`src/rtl/vram_pkg.sv`:
```
// Shared constants and pipeline tag type for the VRAM port arbiter.
// The frame buffer is 320x240 RGB565 words on a single synchronous port.
package vram_pkg;

  localparam int VRAM_H_RES  = 320;
  localparam int VRAM_V_RES  = 240;
  localparam int VRAM_WORDS  = VRAM_H_RES * VRAM_V_RES;
  localparam int VRAM_ADDR_W = 17;
  localparam int VRAM_DATA_W = 16;

  // idx is 3 bits wide so up to 8 requesters fit.
  typedef struct packed {
    logic       valid;
    logic [2:0] idx;
    logic       is_read;
    logic       oob;
  } vram_tag_t;

endpackage

```
`src/rtl/vram_port_arbiter_rr_arbiter.sv`:
```
// Round-robin arbiter: one-hot grant searched from a rotating pointer.
// The pointer moves just past the winner so every requester gets a turn.
module rr_arbiter #(
  parameter int N = 3
) (
  input  logic         clk,
  input  logic         reset,
  input  logic [N-1:0] req,
  output logic [N-1:0] gnt
);

  localparam int PTR_W = (N > 1) ? $clog2(N) : 1;

  logic [PTR_W-1:0] ptr;
  logic [PTR_W-1:0] ptr_nxt;
  logic             any;

  // Pick the first pending request at or above ptr, wrapping around.
  always_comb begin
    gnt     = '0;
    any     = 1'b0;
    ptr_nxt = ptr;
    for (int k = 0; k < N; k++) begin
      int j;
      j = int'(ptr) + k;
      if (j >= N) j = j - N;
      if (!any && req[j]) begin
        gnt[j]  = 1'b1;
        any     = 1'b1;
        ptr_nxt = (j + 1 == N) ? '0 : PTR_W'(j + 1);
      end
    end
  end

  // Advance the pointer only when someone was granted.
  always_ff @(posedge clk or posedge reset) begin
    if (reset) begin
      ptr <= '0;
    end else if (any) begin
      ptr <= ptr_nxt;
    end
  end

endmodule

```
`src/rtl/vram_port_arbiter.sv`:
```
// Shares one VRAM port between NUM_REQ masters, one access per cycle.
// Reads return two cycles after accept on a shared, strobe-qualified bus.
module vram_port_arbiter
  import vram_pkg::*;
#(
  parameter int NUM_REQ    = 3,
  parameter int ADDR_W     = VRAM_ADDR_W,
  parameter int DATA_W     = VRAM_DATA_W,
  parameter int VRAM_WORDS = vram_pkg::VRAM_WORDS
) (
  input  logic                      clk,
  input  logic                      reset,
  input  logic [NUM_REQ-1:0]        req_valid,
  input  logic [NUM_REQ-1:0]        req_write,
  input  logic [NUM_REQ*ADDR_W-1:0] req_addr,
  input  logic [NUM_REQ*DATA_W-1:0] req_wdata,
  output logic [NUM_REQ-1:0]        req_ready,
  output logic [NUM_REQ-1:0]        rsp_valid,
  output logic [DATA_W-1:0]         rsp_rdata,
  output logic                      err_oob,
  output logic [ADDR_W-1:0]         vram_address,
  output logic                      vram_writeEnable,
  output logic [DATA_W-1:0]         vram_dataIn,
  input  logic [DATA_W-1:0]         vram_dataOut
);

  localparam logic [ADDR_W:0] LIMIT = (ADDR_W + 1)'(VRAM_WORDS);

  logic [NUM_REQ-1:0] gnt;
  logic               accept;
  logic [2:0]         sel_idx;
  logic [ADDR_W-1:0]  sel_addr;
  logic [DATA_W-1:0]  sel_wdata;
  logic               sel_write;
  logic               sel_oob;
  vram_tag_t          tag1;
  vram_tag_t          tag2;

  rr_arbiter #(
    .N (NUM_REQ)
  ) u_arb (
    .clk   (clk),
    .reset (reset),
    .req   (req_valid),
    .gnt   (gnt)
  );

  assign req_ready = reset ? '0 : gnt;
  assign accept    = |req_ready;
  assign sel_oob   = {1'b0, sel_addr} >= LIMIT;
  assign err_oob   = tag1.valid & tag1.oob;

  // Route the granted requester's command to the issue stage.
  always_comb begin
    sel_idx   = '0;
    sel_addr  = '0;
    sel_wdata = '0;
    sel_write = 1'b0;
    for (int i = 0; i < NUM_REQ; i++) begin
      if (gnt[i]) begin
        sel_idx   = 3'(i);
        sel_addr  = req_addr[i*ADDR_W +: ADDR_W];
        sel_wdata = req_wdata[i*DATA_W +: DATA_W];
        sel_write = req_write[i];
      end
    end
  end

  // Issue stage: out-of-range or idle cycles leave address/data untouched.
  always_ff @(posedge clk or posedge reset) begin
    if (reset) begin
      vram_address     <= '0;
      vram_writeEnable <= 1'b0;
      vram_dataIn      <= '0;
      tag1             <= '0;
    end else begin
      vram_writeEnable <= accept & sel_write & ~sel_oob;
      if (accept && !sel_oob) begin
        vram_address <= sel_addr;
        if (sel_write) vram_dataIn <= sel_wdata;
      end
      tag1.valid   <= accept;
      tag1.idx     <= sel_idx;
      tag1.is_read <= ~sel_write;
      tag1.oob     <= sel_oob;
    end
  end

  // Second tag stage lines up with VRAM's registered read data.
  always_ff @(posedge clk or posedge reset) begin
    if (reset) begin
      tag2 <= '0;
    end else begin
      tag2 <= tag1;
    end
  end

  // Steer read data to its requester; out-of-range reads return zero.
  always_comb begin
    rsp_valid = '0;
    rsp_rdata = '0;
    if (tag2.valid && tag2.is_read) begin
      for (int i = 0; i < NUM_REQ; i++) begin
        if (tag2.idx == 3'(i)) rsp_valid[i] = 1'b1;
      end
      if (!tag2.oob) rsp_rdata = vram_dataOut;
    end
  end

endmodule

```
`config.mk`:
```
export PLATFORM = sky130hd
export DESIGN_NAME = vram_port_arbiter
export DESIGN_NICKNAME = d
export VERILOG_FILES = /design/src/rtl/vram_pkg.sv /design/src/rtl/vram_port_arbiter_rr_arbiter.sv /design/src/rtl/vram_port_arbiter.sv
export SDC_FILE = /design/constraint.sdc
export NUM_CORES = 1
export LEC_CHECK = 0
export CAP_MARGIN = 25
export CORE_MARGIN = 5
export CORE_UTILIZATION = 25
export DETAILED_ROUTE_END_ITERATION = 16
export HOLD_SLACK_MARGIN = 0.15
export SLEW_MARGIN = 20
export SYNTH_ARGS = -nofsm -noshare
export SYNTH_HDL_FRONTEND = slang
export SYNTH_SLANG_ARGS = --single-unit
```
`constraint.sdc`:
```
create_clock -name clk -period 4.1 [get_ports clk]
set_input_delay 0.615 -clock clk [delete_from_list [all_inputs] [get_ports clk]]
set_output_delay 0.615 -clock clk [all_outputs]
set_load 0.03 [all_outputs]
```
==> impl_results.md <==
* Clk network pwr share at a little under a tenth
* Via density at 4.75
* Ant. Diodes at 0
* Root buffer cell: clkbuf_16
* CP arrival at roughly 3900 ps
* Net Sw Frac at roughly 47%
* Number of routed nets with antenna violations at 0
* Yosys top cell area share at between 30% and 40%
* Sw power at around 1900 uW
* Sequential share of power at 18.7%
* Top-count cell post-synth: nor2_1
* RSZ-0062 raised after global routing: no
* Cell Rows at 39
* Fillers at roughly 1100
* Layout cells sized above 1 at 10.4%
* Final HPWL DP at between 8000 and 9000 um
* # IOs at 180
* Top_reg_cell synth: dfrtp_1
* Initial Utilization at 25.6%
* Synthesis-stage register bit count at 46
* IO Port Bufs at 179
* FF-to-FF End: vram_address[5]
* Number of nets in the layout at around 620
* Worst r2r src: u_arb.ptr[0]
* Crit. End Element: flip-flop
* Reg2Reg Setup Slack at around 330 ps
* Max incr delay on CP at slightly below 600 ps
* Buffers & Inverters on Critical Path at 1
* Yosys warnings at 0
* Post-Syn Area at 2930 um^2
* Gpl congestion at roughly 0.82
* Via count of the first global-routing pass at 3171
* Die area at 14000 um^2
* First-pass GRT wire length at 16100 um
* Num CTS Buffers at 5
* Hold depth at 0
* CTS H-Tree Depth at 2
* Unique cell type count in the Yosys netlist at 43
* Outcome: finished clean
* Routed Wire Length at roughly 10000 um
* Hold WC Path Type: reg2reg
* Syn Nets at 442
* WL/cell at roughly 16 um
* Fmax at about 270 MHz
* Synth Instances at about 320
* Tot GR Track Use at 14.0%
* Int Pwr at ~2200 uW
* Top cells by count, synth: 49 x nor2_1, 46 x dfrtp_1, 34 x nand2_1
* Initial antenna violation count at 0
* Asr flop ratio synth at between 90% and 100%
* Congestion Overflow GR at 0
* Syn_area_per_cell at 9.31 um^2
* Core Area at 11500 um^2
* Synth area leaders: dfrtp_1 39%, mux2_4 9.2%, nor2_1 6.3%
* Die height at roughly 120 um
* Cells on worst reg2reg path at 11
* Final setup fails at 0
* Max-cap check violation count at 0
* WP depth at 11
* P&R area growth vs syn at 71.3%
* Clock-pin slew on the worst setup and hold paths at approximately 60 ps
* Fin crit share at a little over 90%
* CP startpoint: u_arb.ptr[0]
* Sequential area share after synthesis at 39.2%
* Slew @ Worst Pin at 705 ps
* Die Wd at 118 um
* Clk_lat worst skew at between 200 and 300 ps
* Clk_skew at around 2.6 ps
* Slowest-stage cell, CP: o21ai_4
* 1st-iter DRT viols at 84
* Top cell family by delay on the critical path: compound AO/OA/AOI/OAI gates
* Worst EP required at 4260 ps
* Finished Core Util at 43.8%
* Final Hold Viols at 0
* Vias at about 3000
* Drt first pass iters at 4
* Hold Slack at between 300 and 400 ps
* Final min period at 3770 ps
* Clock tree buffer depth at 2
* Tot Pwr at about 4100 uW
* Pleak at between 0.002 and 0.0025 uW
* Slew Viols, Final at 0
* Critical Setup Path Class: reg2reg
* Worst-path cell chain: inv_1 -> ha_1 -> mux2i_1 -> o21ai_2 -> nand3b_1 -> a211oi_4 -> a221oi_2 -> nor4_2 -> a221oi_4 -> o21ai_4 -> mux2_1
* CTS tree: done
* Postcts setup bufs at 0
* Worst Path Max Fanout at 16
* Slew HR at between 50% and 60%
* Pwr Density at about 820 nW/um^2
* Worst setup path endpoint: vram_address[5]
* Largest area contributor in the netlist: dfrtp_1
* DRC Markers at 0
* CTS Hold Bufs at 0
* Sink Count at between 40 and 50
* Post-synth EDFFs at 0
* Logic gate share of total power at about 72%
* Final setup TNS at 0 ps
* Post-CTS Resized at 0
* Maximum vdd drop at between 0.3 and 0.4 mV
* CP startpoint kind: flip-flop
* Pin count of the biggest net entering global routing at 47
[state kept, by name, summed over array words and instances (netlist names)]
name,count
vram_dataIn,16
vram_address,17
tag1,5
tag2,5
vram_writeEnable,1
u_arb.ptr,2
[cells by family after synthesis]
family / share of synthesized area, %
compound gates: 17.1
simple gates: 21.8
flops: 39.2
fa+ha+maj: 1.71
buf+inv: 4.26
mux: 15.9
[worst min-delay path by stage]
| stage | startpoint | to | slack, ps |
|---|---|---|---|
| final | tag1[3] | tag2[3] | 350 |
| after global routing | tag1[2] | tag2[2] | 360 |
| after CTS | tag1[3] | tag2[3] | 350 |
| after detailed placement | tag1[3] | tag2[3] | 340 |
| after global placement | tag1[2] | tag2[2] | 330 |
| after floorplan | tag1[1] | tag2[1] | 330 |
[power groups by stage]
stage | Sequential (uW) | Clock [uW] | Combinational (uW)
floorplan | 1070 | 0 | 1780
global placement | 774 | 0 | 2960
detailed placement | 779 | 0 | 3010
CTS | 774 | 405 | 3020
global route | 795 | 426 | 3240
finish | 771 | 390 | 2970
[routing by layer]
metal	share of wire (%)	vias to the layer above	track usage (%)
li1	-	1460	-
met1	40	1429	15.9
met2	53	109	26.3
met3	6.3	6	3.58
met4	0.96	0	2.94
met5	0	-	0
[per-stage QoR]
| step | instance area [um^2] | std cells | worst slack [ps] |
|---|---|---|---|
| floorplan | 2930 | 315 | 884 |
| global placement | 4850 | 623 | 220 |
| detailed placement | 4850 | 623 | 112 |
| CTS | 5000 | 631 | 305 |
| global route | 5030 | 632 | 9.89 |
| finish | 5030 | 632 | 330 |
[layout make-up]
cell class,count,area [um^2],share of cell area [%]
tap,143,179,3.56
sequential,46,1150,22.9
timing repair buffer,186,1860,37.0
multi-input combinational,242,1660,33.1
clock buffer,5,125,2.49
clock inverter,3,21.3,0.423
inverter,7,26.3,0.523
[cells in the final DEF (no fill, tap or decap), types with 2 or more instances in the layout]
master / instances
nand3b_1: 3
dfrtp_1: 46
o21ai_4: 2
nor2_1: 49
clkbuf_16: 5
ha_1: 4
a31oi_1: 26
mux2i_1: 4
o211ai_1: 2
inv_2: 3
nand3_1: 27
inv_1: 4
a21oi_1: 9
clkdlybuf4s50_1: 178
nor3_1: 2
o21ai_0: 3
and2_1: 17
nor3b_1: 2
a221oi_2: 2
nand2_1: 34
mux2_4: 18
o21ai_2: 2
mux2_1: 14
a221oi_1: 4
nand2b_1: 2
buf_4: 7
(Power assumes the default switching activity.)
